**config.mk**
```make
export PLATFORM = sky130hd
export DESIGN_NAME = pwm_channel_scheduler
export DESIGN_NICKNAME = d
export VERILOG_FILES = /design/src/rtl/pwm_channel_scheduler.sv
export SDC_FILE = /design/constraint.sdc
export NUM_CORES = 1
export LEC_CHECK = 0
export ABC_AREA = 1
export BUFFER_PORTS_ARGS = -buffer_cell sky130_fd_sc_hd__buf_4
export CORE_MARGIN = 2
export CORE_UTILIZATION = 35
export CTS_BUF_LIST = sky130_fd_sc_hd__clkbuf_4
export CTS_CLUSTER_SIZE = 20
export DETAILED_ROUTE_END_ITERATION = 8
export SLEW_MARGIN = 20
export SYNTH_ARGS = -nofsm -noshare
export SYNTH_HDL_FRONTEND = slang
export SYNTH_SLANG_ARGS = --single-unit
```
**constraint.sdc**
```tcl
create_clock -name clock_i -period 4.4 [get_ports clock_i]
set_input_delay 0 -clock clock_i [delete_from_list [all_inputs] [get_ports clock_i]]
set_output_delay 0 -clock clock_i [all_outputs]
set_load 0.1 [all_outputs]
```
**src/rtl/pwm_channel_scheduler.sv**
```systemverilog
// Round-robin RC-PWM pulse-width scheduler: one shared measurement counter visits
// each channel in turn and keeps a per-channel hysteresis decision and valid bit.
module pwm_channel_scheduler #(
    parameter int CHANNELS           = 8,
    parameter int MAX_COUNTER_VALUE  = 2000,
    parameter int HIGH_COUNTER_VALUE = 1800,
    parameter int LOW_COUNTER_VALUE  = 1200,
    parameter int TIMEOUT_VALUE      = 25000
) (
    input  logic                                   clock_i,
    input  logic                                   reset_i,
    input  logic                                   enable_i,
    input  logic [CHANNELS-1:0]                    pwm_i,
    output logic [CHANNELS-1:0]                    outputs_o,
    output logic [CHANNELS-1:0]                    valid_o,
    output logic [$clog2(CHANNELS)-1:0]            channel_o,
    output logic [$clog2(MAX_COUNTER_VALUE+1)-1:0] width_o,
    output logic                                   strobe_o
);

    localparam int CH_W  = $clog2(CHANNELS);
    localparam int WID_W = $clog2(MAX_COUNTER_VALUE + 1);
    localparam int TMR_W = $clog2(TIMEOUT_VALUE);

    localparam logic [WID_W-1:0] WID_MAX  = WID_W'(MAX_COUNTER_VALUE);
    localparam logic [WID_W-1:0] WID_HIGH = WID_W'(HIGH_COUNTER_VALUE);
    localparam logic [WID_W-1:0] WID_LOW  = WID_W'(LOW_COUNTER_VALUE);
    localparam logic [TMR_W-1:0] TMR_LAST = TMR_W'(TIMEOUT_VALUE - 1);
    localparam logic [CH_W-1:0]  CH_LAST  = CH_W'(CHANNELS - 1);

    typedef enum logic [2:0] {
        S_IDLE,
        S_WAIT_LOW,
        S_WAIT_RISE,
        S_MEASURE,
        S_UPDATE
    } state_t;

    state_t             state_q, state_d;
    logic [CHANNELS-1:0] sync1_q, sync1_d;
    logic [CHANNELS-1:0] sync2_q, sync2_d;
    logic [TMR_W-1:0]    timer_q, timer_d;
    logic [WID_W-1:0]    width_q, width_d;
    logic                ok_q, ok_d;
    logic [CHANNELS-1:0] outputs_q, outputs_d;
    logic [CHANNELS-1:0] valid_q, valid_d;
    logic [CH_W-1:0]     channel_q, channel_d;
    logic [WID_W-1:0]    width_out_q, width_out_d;
    logic                strobe_q, strobe_d;

    logic                sel;
    logic [TMR_W-1:0]    timer_inc;

    always_comb begin
        sel       = sync2_q[channel_q];
        // Saturate so a long MEASURE entered late in the wait window cannot wrap.
        timer_inc = (timer_q == TMR_LAST) ? timer_q : timer_q + TMR_W'(1);

        sync1_d     = pwm_i;
        sync2_d     = sync1_q;
        state_d     = state_q;
        timer_d     = timer_q;
        width_d     = width_q;
        ok_d        = ok_q;
        outputs_d   = outputs_q;
        valid_d     = valid_q;
        channel_d   = channel_q;
        width_out_d = width_out_q;
        strobe_d    = 1'b0;

        case (state_q)
            S_IDLE: begin
                if (enable_i) begin
                    state_d = S_WAIT_LOW;
                    timer_d = '0;
                end
            end
            S_WAIT_LOW: begin
                timer_d = timer_inc;
                if (!enable_i) begin
                    state_d = S_IDLE;
                end else if (timer_q == TMR_LAST) begin
                    state_d = S_UPDATE;
                    ok_d    = 1'b0;
                end else if (!sel) begin
                    state_d = S_WAIT_RISE;
                end
            end
            S_WAIT_RISE: begin
                timer_d = timer_inc;
                if (!enable_i) begin
                    state_d = S_IDLE;
                end else if (timer_q == TMR_LAST) begin
                    state_d = S_UPDATE;
                    ok_d    = 1'b0;
                end else if (sel) begin
                    state_d = S_MEASURE;
                    width_d = WID_W'(1);
                end
            end
            S_MEASURE: begin
                timer_d = timer_inc;
                if (!enable_i) begin
                    state_d = S_IDLE;
                end else if (sel) begin
                    if (width_q == WID_MAX) begin
                        state_d = S_UPDATE;
                        ok_d    = 1'b0;
                    end else begin
                        width_d = width_q + WID_W'(1);
                    end
                end else begin
                    state_d = S_UPDATE;
                    ok_d    = 1'b1;
                end
            end
            S_UPDATE: begin
                strobe_d = 1'b1;
                if (ok_q) begin
                    valid_d[channel_q] = 1'b1;
                    width_out_d        = width_q;
                    if (width_q >= WID_HIGH)
                        outputs_d[channel_q] = 1'b1;
                    else if (width_q <= WID_LOW)
                        outputs_d[channel_q] = 1'b0;
                end else begin
                    valid_d[channel_q]   = 1'b0;
                    outputs_d[channel_q] = 1'b0;
                end
                channel_d = (channel_q == CH_LAST) ? '0 : channel_q + CH_W'(1);
                timer_d   = '0;
                state_d   = enable_i ? S_WAIT_LOW : S_IDLE;
            end
            default: state_d = S_IDLE;
        endcase
    end

    always_ff @(posedge clock_i) begin
        if (reset_i) begin
            state_q     <= S_IDLE;
            sync1_q     <= '0;
            sync2_q     <= '0;
            timer_q     <= '0;
            width_q     <= '0;
            ok_q        <= 1'b0;
            outputs_q   <= '0;
            valid_q     <= '0;
            channel_q   <= '0;
            width_out_q <= '0;
            strobe_q    <= 1'b0;
        end else begin
            state_q     <= state_d;
            sync1_q     <= sync1_d;
            sync2_q     <= sync2_d;
            timer_q     <= timer_d;
            width_q     <= width_d;
            ok_q        <= ok_d;
            outputs_q   <= outputs_d;
            valid_q     <= valid_d;
            channel_q   <= channel_d;
            width_out_q <= width_out_d;
            strobe_q    <= strobe_d;
        end
    end

    assign outputs_o = outputs_q;
    assign valid_o   = valid_q;
    assign channel_o = channel_q;
    assign width_o   = width_out_q;
    assign strobe_o  = strobe_q;

endmodule
```
==> results of run 1 <==
## worst paths after layout
check              from  slack (ps)          to
max          timer_q[1]        2400  width_q[2]
min          sync1_q[7]         410  sync2_q[7]
max reg2reg  timer_q[1]        2400  width_q[2]
min reg2reg  sync1_q[7]         410  sync2_q[7]
## layout by cell type, fill, tap and decap left out, types with 2 or more instances in the layout
cell / Yosys / routed
a211oi_1: 4 / 4
a21oi_1: 47 / 47
a22oi_1: 5 / 5
buf_4: 1 / 41
clkbuf_4: 0 / 9
dfxtp_1: 77 / 77
dlygate4sd3_1: 0 / 18
ha_1: 5 / 5
inv_1: 67 / 67
inv_2: 4 / 4
inv_6: 0 / 4
inv_8: 0 / 2
nand2_1: 111 / 111
nand2_2: 8 / 8
nand3_1: 45 / 45
nand4_1: 10 / 10
nor2_1: 76 / 76
nor2_2: 3 / 3
nor2_4: 3 / 3
nor3_1: 10 / 10
o21ai_0: 22 / 22
o21ai_1: 3 / 3
or2_2: 2 / 2
xor2_1: 6 / 6
## through the flow
step | instance area (um2) | total power, mW | util, %
floorplan | 3700 | 0.910 | -
global placement | 4050 | 0.936 | 39.4
detailed placement | 4050 | 0.940 | 39.4
CTS | 4380 | 1.39 | 42.6
global route | 4380 | 1.44 | 42.6
finish | 4380 | 1.37 | 42.6
## final cells by class
| type | instances | area share [%] |
|---|---|---|
| Clock inverter | 7 | 1.69 |
| Timing Repair Buffer | 59 | 11.1 |
| Tap cell | 136 | 3.89 |
| Clock buffer | 9 | 1.54 |
| Sequential cell | 77 | 35.2 |
| Multi-Input combinational cell | 368 | 40.3 |
| Antenna cell | 1 | 0.0572 |
| Inverter | 72 | 6.17 |
## cell families (layout without fill, tap and decap cells)
kind of cell	Yosys count	count (layout)	share of synthesized area [%]
other	0	1	0
AND/OR/NAND/NOR	273	273	32.4
AO/OA/AOI/OAI	84	84	12.2
buffers and inverters	92	147	10.6
adder cells (fa/ha/maj)	5	5	1.69
flip-flops	77	77	41.7
XOR/XNOR	6	6	1.42
## layer usage
| layer | up-vias | routed length (um) | global-route usage [%] |
|---|---|---|---|
| met5 | - | 0 | 0 |
| met4 | 0 | 53 | 4.36 |
| met3 | 2 | 350 | 4.13 |
| met2 | 62 | 4280 | 28.2 |
| met1 | 1592 | 4010 | 18.8 |
| li1 | 1822 | - | - |
## power by group through the flow
stage / logic [mW] / registers [mW] / clock network (mW)
after global placement: 0.186 / 0.750 / 0
after detailed placement: 0.188 / 0.751 / 0
after CTS: 0.202 / 0.736 / 0.457
after global routing: 0.228 / 0.740 / 0.476
after floorplan: 0.157 / 0.753 / 0
final: 0.203 / 0.736 / 0.436
## tightest hold or removal path: stages, from the launching register on
cell     delay (ps)
dfxtp_1         330
inv_1            40
nor2_1           30
==> flow_metrics.py, run 1 <==
metrics = {
    "worst_setup_path": {
        "crit_path_start_kind": "flop",
        "crit_chain": "ha_1, nand2_1, nor3_2, nand2_2, nand2_1, nand2_1, nand2_2, nand2_1, a21oi_1",
        "cp_data_required_time_ps": 4750,
        "worstSetupEndpointType": "flop",
        "path_buf_inv": 0,
        "cp_data_arrival_time_ps": 2350,
        "worstRegToRegCells": 9,
        "path_class": "flop to flop",
        "path_delay_family": "simple AND/OR/NAND/NOR gates",
        "slowest_stage": "dfxtp_1",
        "cp.depth": 9,
        "cp_slowest_stage_delay_ps": 400,
        "crit_path_frequent_cell": "nand2_1",
        "cp_max_fo": 11,
    },
    "clock_tree": {
        "clock_sinks": 77,
        "cts_inserted_buffers": 9,
        "clockRootBuffer": "clkbuf_4",
        "clk_pin_slew_ps": 160,
        "insertion_delay_ps": 440,
        "post_cts_buffers": 0,
        "cts_buffer_depth": 2,
        "cts_resized": 0,
        "h-tree-depth": 3,
        "ctsHoldBuffers": 18,
        "cts_tree": "built",
    },
    "timing": {
        "fin_hold_ws_ps": 413,
        "fmax_ghz": 0.500,
        "finalCritPeriodShare_pct": 45.5,
        "setup_violations": 0,
        "slew_violations": 0,
        "rsz0062_at_grt": "no",
        "skew_ps": 24.2,
        "hold_viol_final": 0,
        "setup_tns_ps": 0,
        "slew-limit-headroom_pct": 41.4,
        "final.setup.worst_slack_ps": 2400,
        "worst_slew_pin_slew_ps": 878,
        "fin_crit_ps": 2000,
    },
    "logic_synthesis": {
        "yosysMostFrequentCell": "nand2_1",
        "synth.top_cell.area_share_pct": 41.7,
        "synth_area_um2": 3700,
        "ys_async_sr_fraction_pct": 0,
        "synth_cells": 537,
        "synthTopCellsByArea": "dfxtp_1 (42%), nand2_1 (11%), nor2_1 (7.7%)",
        "netlist_top_cells_count": "nand2_1 (111), dfxtp_1 (77), nor2_1 (76)",
        "syn_nets": 553,
        "synth_top_cell_by_area": "dfxtp_1",
        "synth_edf_count": 0,
        "syn-mean-instance-area_um2": 6.89,
        "synth_seq_cells": 77,
        "ys.flop_type": "dfxtp_1",
        "ys_seq_area_share_pct": 41.7,
        "yosysWarnings": 0,
        "synth_cell_types": 33,
    },
    "place": {
        "dp_slack_ps": 2390,
        "io_buffers": 41,
        "dp_cells": 694,
        "hpwl_mm": 6.12,
        "gp_congestion": 0.853,
    },
    "die": {
        "num_rows": 37,
        "coreArea_um2": 10300,
        "die-width_um": 107,
        "start_util_pct": 36.0,
        "die_h_um": 107,
        "num_io_pins": 42,
        "die-area_um2": 11400,
    },
    "routing": {
        "ant_nets": 0,
        "drc_errors": 0,
        "routed_via_density": 4.77,
        "drtIter0Drc": 210,
        "wire_per_inst_um": 11.9,
        "drt_pass1_iterations": 5,
        "finalWirelength_mm": 8.70,
        "vias": 3478,
    },
    "run": {
        "cap_violations": 0,
    },
    "pwr": {
        "p_clk_share_pct": 31.7,
        "power.internal_uw": 921,
        "power_frac_seq_pct": 53.6,
        "swShare_pct": 33.0,
        "ir_worst_vdd_mv": 0.156,
        "combPwrFrac_pct": 14.7,
        "total_leakage_power_nw": 1.83,
        "power.density_nw_per_um2": 314,
        "switchingPower_uw": 454,
    },
    "grt": {
        "grt_max_degree": 46,
        "grt_pass1_wl_mm": 14.6,
        "grt_antenna_before_repair": 1,
        "grt_pass1_vias": 3234,
        "grt_usage_pct": 15.8,
        "grt_overflow": 0,
    },
    "hold_path": {
        "hp-class": "flop to flop",
        "whs_path_depth": 2,
    },
    "cells_and_area": {
        "fill_cells": 1105,
        "fin_cells": 729,
        "area.growth.synth_to_final_pct": 18.4,
        "layout-drive-gt1-share_pct": 13.3,
        "regArea_um2": 1540,
        "layout.nets": 603,
        "multi_input_area_um2": 1760,
    },
    "outcome": {
        "status": "finished clean",
    },
}
Power figures use the tool's default switching activity.
==> run 2: changes to the inputs <==
==> constraint.sdc (replaced) <==
create_clock -name clock_i -period 2.05 [get_ports clock_i]
set_input_delay 0 -clock clock_i [delete_from_list [all_inputs] [get_ports clock_i]]
set_output_delay 0 -clock clock_i [all_outputs]
set_load 0.1 [all_outputs]
==> flow_metrics.py, run 2 (synthesis gave the netlist of run 1 again) <==
metrics = {
    "outcome": {
        "status": "finished clean",
    },
    "pwr": {
        "ir_worst_vdd_mv": 0.270,
        "p_clk_share_pct": 30.1,
        "combPwrFrac_pct": 15.2,
        "power.internal_mw": 1.95,
        "swShare_pct": 32.5,
        "power_frac_seq_pct": 54.6,
        "power.density_nw_per_um2": 668,
        "total_leakage_power_nw": 1.80,
        "switchingPower_uw": 939,
    },
    "routing": {
        "wire_per_inst_um": 12.0,
        "drc_errors": 0,
        "drtIter0Drc": 208,
        "ant_nets": 0,
        "finalWirelength_mm": 8.73,
        "vias": 3461,
        "routed_via_density": 4.77,
        "drt_pass1_iterations": 4,
    },
    "cells_and_area": {
        "layout.nets": 600,
        "fin_cells": 725,
        "layout-drive-gt1-share_pct": 14.8,
        "final_cell_mix": "nand2_1 (111), nor2_1 (76), dfxtp_1 (75), inv_1 (67)",
        "final_common_cell": "nand2_1",
        "insertedDiodeCount": 0,
        "area.growth.synth_to_final_pct": 16.8,
    },
    "clock_tree": {
        "clk_pin_slew_ps": 140,
        "cts_buffer_depth": 2,
        "h-tree-depth": 3,
        "cts_tree": "built",
        "clock_sinks": 77,
        "cts_inserted_buffers": 9,
        "clockRootBuffer": "clkbuf_4",
        "insertion_delay_ps": 440,
    },
    "run": {
        "cap_violations": 0,
    },
    "timing": {
        "worst_slew_pin_slew_ps": 547,
        "fmax_ghz": 0.549,
        "slew-limit-headroom_pct": 63.3,
        "finalCritPeriodShare_pct": 88.8,
        "skew_ps": 16.2,
        "final.setup.worst_slack_ps": 230,
        "hold_viol_final": 0,
        "fin_crit_ps": 1820,
        "rsz0062_at_grt": "no",
        "setup_tns_ps": 0,
        "setup_violations": 0,
        "slew_violations": 0,
    },
    "place": {
        "dp_slack_ps": 164,
        "io_buffers": 41,
        "gp_congestion": 0.920,
        "dp_cells": 699,
        "hpwl_mm": 6.17,
    },
    "die": {
        "die_h_um": 107,
        "num_rows": 37,
        "num_io_pins": 42,
        "start_util_pct": 36.0,
        "die-width_um": 107,
        "coreArea_um2": 10300,
        "die-area_um2": 11400,
    },
    "worst_setup_path": {
        "cp_data_required_time_ps": 2440,
        "cp_data_arrival_time_ps": 2210,
        "path_class": "flop to flop",
        "cp_max_fo": 4,
        "worstSetupEndpointType": "flop",
        "crit_path_start_kind": "flop",
    },
    "grt": {
        "grt_overflow": 0,
        "grt_max_degree": 45,
        "grt_pass1_vias": 3352,
        "grt_pass1_wl_mm": 15.0,
        "grt_antenna_before_repair": 0,
        "grt_usage_pct": 16.3,
    },
    "hold_path": {
        "hp-class": "input port to flop",
    },
}
-- run 2: changes by cell type in the layout (fill, tap and decap cells not counted), moves of 2 or more --
cell / previous run / this run
buf_4: 41 / 47
dfxtp_1: 77 / 75
clkinvlp_4: 0 / 2
dfxtp_2: 0 / 2
dlygate4sd3_1: 18 / 9
inv_6: 4 / 2
-- run 2: layout make-up --
cell class              instances  area [um2]
inverters                      72         270
multi-input cells             368        1770
clock buffers                   9        67.6
repair buffers                 56         443
flip-flops and latches         77        1540
clock inverters                 7        57.6
fillers                      1102        5960
well taps                     136         170
-- run 2: power groups by stage --
stage / registers (mW) / logic, mW / clock network, mW
final: 1.58 / 0.440 / 0.871
after global routing: 1.59 / 0.498 / 0.961
after CTS: 1.58 / 0.430 / 0.903
after detailed placement: 1.61 / 0.414 / 0
after global placement: 1.61 / 0.405 / 0
after floorplan: 1.62 / 0.337 / 0
-- run 2: layer usage --
metal | vias to the layer above | wire (um) | track usage, %
li1 | 1807 | - | -
met4 | 0 | 153 | 5.75
met1 | 1567 | 4110 | 20.1
met3 | 12 | 410 | 5.11
met2 | 75 | 4060 | 26.8
met5 | - | 0 | 0
-- run 2: timing repair --
item	CTS	global route
endpoints found under the setup margin	0	13
gates resized for setup	0	1
hold buffers	9	0
buffers inserted	0	1
endpoints found under the hold margin	11	0
-- run 2: worst max-delay path, stage by stage, from the launching register on --
cell and delay (ps):
dfxtp_1 400, ha_1 240, nand2_1 100, nor3_1 480, nand2_1 90, inv_1 90, nand2_1 100, o21ai_1 130
nand2_1 60, nor2_1 80
-- run 2: final timing paths --
check             start     endpoint  slack [ps]  cells past startpoint
max          timer_q[0]  timer_q[10]         230                      9
max reg2reg  timer_q[0]  timer_q[10]         230                      9
min             reset_i         flop          80                      4
min reg2reg  sync1_q[2]   sync2_q[2]         410                      2
-- run 2: stage by stage --
stage	hold slack, ps	power [mW]	cell area, um2	util [%]
after CTS	59.8	2.91	4310	41.9
after floorplan	107	1.95	3700	-
final	75.3	2.89	4320	42.1
after global placement	201	2.02	4090	39.8
after global routing	64.1	3.05	4320	42.1
after detailed placement	207	2.03	4090	39.8
==> run 3: changes to the inputs <==
--- a/config.mk
+++ b/config.mk
@@ -7,11 +7,14 @@
 export LEC_CHECK = 0
 export ABC_AREA = 1
 export BUFFER_PORTS_ARGS = -buffer_cell sky130_fd_sc_hd__buf_4
+export CELL_PAD_IN_SITES_DETAIL_PLACEMENT = 2
+export CELL_PAD_IN_SITES_GLOBAL_PLACEMENT = 2
 export CORE_MARGIN = 2
-export CORE_UTILIZATION = 35
+export CORE_UTILIZATION = 34
 export CTS_BUF_LIST = sky130_fd_sc_hd__clkbuf_4
 export CTS_CLUSTER_SIZE = 20
 export DETAILED_ROUTE_END_ITERATION = 8
+export PLACE_DENSITY_LB_ADDON = 0.1
 export SLEW_MARGIN = 20
 export SYNTH_ARGS = -nofsm -noshare
 export SYNTH_HDL_FRONTEND = slang
==> flow_metrics.py, run 3 (synthesis gave the netlist of run 1 again) <==
metrics = {
    "outcome": {
        "status": "finished clean",
    },
    "worst_setup_path": {
        "cp_data_arrival_time_ps": 2220,
        "crit_path_start_kind": "flop",
        "path_class": "flop to flop",
        "cp_data_required_time_ps": 2410,
        "cp_max_fo": 14,
        "worstSetupEndpointType": "flop",
    },
    "die": {
        "num_io_pins": 42,
        "die_h_um": 108,
        "start_util_pct": 34.4,
        "num_rows": 38,
        "coreArea_um2": 10700,
        "die-area_um2": 11700,
        "die-width_um": 108,
    },
    "timing": {
        "fin_hold_ws_ps": 304,
        "fin_crit_ps": 1860,
        "setup_violations": 0,
        "skew_ps": 15.5,
        "fmax_ghz": 0.538,
        "setup_tns_ps": 0,
        "finalCritPeriodShare_pct": 90.7,
        "worst_slew_pin_slew_ps": 545,
        "hold_viol_final": 0,
        "slew-limit-headroom_pct": 63.7,
        "slew_violations": 0,
        "final.setup.worst_slack_ps": 191,
    },
    "clock_tree": {
        "clock_sinks": 77,
        "clockRootBuffer": "clkbuf_4",
        "cts_inserted_buffers": 9,
        "insertion_delay_ps": 440,
        "h-tree-depth": 3,
        "cts_tree": "built",
        "cts_buffer_depth": 2,
        "clk_pin_slew_ps": 130,
    },
    "pwr": {
        "total_leakage_power_nw": 1.84,
        "power_mw": 3.03,
        "power.density_nw_per_um2": 684,
        "ir_worst_vdd_mv": 0.252,
    },
    "routing": {
        "drt_pass1_iterations": 4,
        "wire_per_inst_um": 15.9,
        "vias": 3640,
        "finalWirelength_mm": 11.7,
        "drtIter0Drc": 112,
        "drc_errors": 0,
        "routed_via_density": 4.96,
        "ant_nets": 0,
    },
    "cells_and_area": {
        "finish.utilization_pct": 41.2,
        "layout-drive-gt1-share_pct": 15.8,
        "fin_cells": 734,
        "area.growth.synth_to_final_pct": 19.6,
        "finish.instance_area_um2": 4420,
        "final_common_cell": "nand2_1",
        "insertedDiodeCount": 0,
        "final_cell_mix": "nand2_1 (111), nor2_1 (76), dfxtp_1 (73), inv_1 (67), buf_4 (50)",
        "layout.nets": 606,
    },
    "grt": {
        "grt_pass1_vias": 3969,
        "grt_antenna_before_repair": 0,
        "grt_pass1_wl_mm": 19.4,
        "grt_usage_pct": 21.3,
        "grt_max_degree": 45,
        "grt_overflow": 0,
    },
    "hold_path": {
        "hp-class": "input port to flop",
    },
    "place": {
        "hpwl_mm": 8.39,
        "dp_cells": 709,
        "dp_slack_ps": 75.7,
        "placed_cell_area_um2": 4160,
        "io_buffers": 41,
        "gp_congestion": 0.788,
    },
    "run": {
        "cap_violations": 0,
    },
}
[run 3: cell types whose count changed in the layout (fill, tap and decap cells not counted), moves of 2 or more]
cell and delta:
buf_4 +3, inv_6 -2, dfxtp_1 -2, clkbuf_4 +2, nand2_4 +2, nand2_2 -2
[run 3: final timing paths]
check,endpoint,slack (ps),cells after the start,startpoint
max,width_q[8],190,12,channel_o[0]
min,sync1_q[3],300,4,pwm_i[3]
max reg2reg,width_q[8],190,12,channel_o[0]
min reg2reg,sync2_q[3],420,2,sync1_q[3]
[run 3: final cells by class]
class | instances | area [um2]
Inverter | 72 | 273
Sequential cell | 77 | 1550
Multi-Input combinational cell | 368 | 1790
Tap cell | 140 | 175
Clock inverter | 4 | 50.0
Fill cell | 1312 | 6320
Timing Repair Buffer | 62 | 507
Clock buffer | 11 | 82.6
[run 3: what timing repair did]
item | in CTS | in global routing
endpoints found under the hold margin | 12 | 0
resized for setup | 0 | 11
hold buffers | 10 | 0
setup buffers | 0 | 0
setup endpoints to repair | 0 | 21
[run 3: worst max-delay path: stages, from the launching register on]
cell,delay [ps]
dfxtp_2,410
inv_4,150
nand2_1,80
nand2_1,70
nand2_1,60
nand2_1,80
nand2_1,80
nand2_4,140
nand2_1,70
nand2_1,170
buf_4,210
nand3_1,80
a21oi_1,170
[run 3: power by group]
part           switching, mW  internal (mW)  leakage, nW  total [mW]
Sequential            0.0407           1.55        0.627        1.59
Clock                  0.557          0.392       0.0706       0.949
Combinational          0.340          0.152         1.14       0.492
Total                  0.938           2.09         1.84        3.03
[run 3: routing by layer]
metal  part of all wire [%]  wire [um]  vias to the layer above  track usage, %
met3                    2.5        287                       17            3.62
li1                       -          -                     1818               -
met5                      0          0                        -               0
met1                     46       5370                     1762            26.2
met4                    1.7        204                        0            7.23
met2                     50       5810                       43            37.5
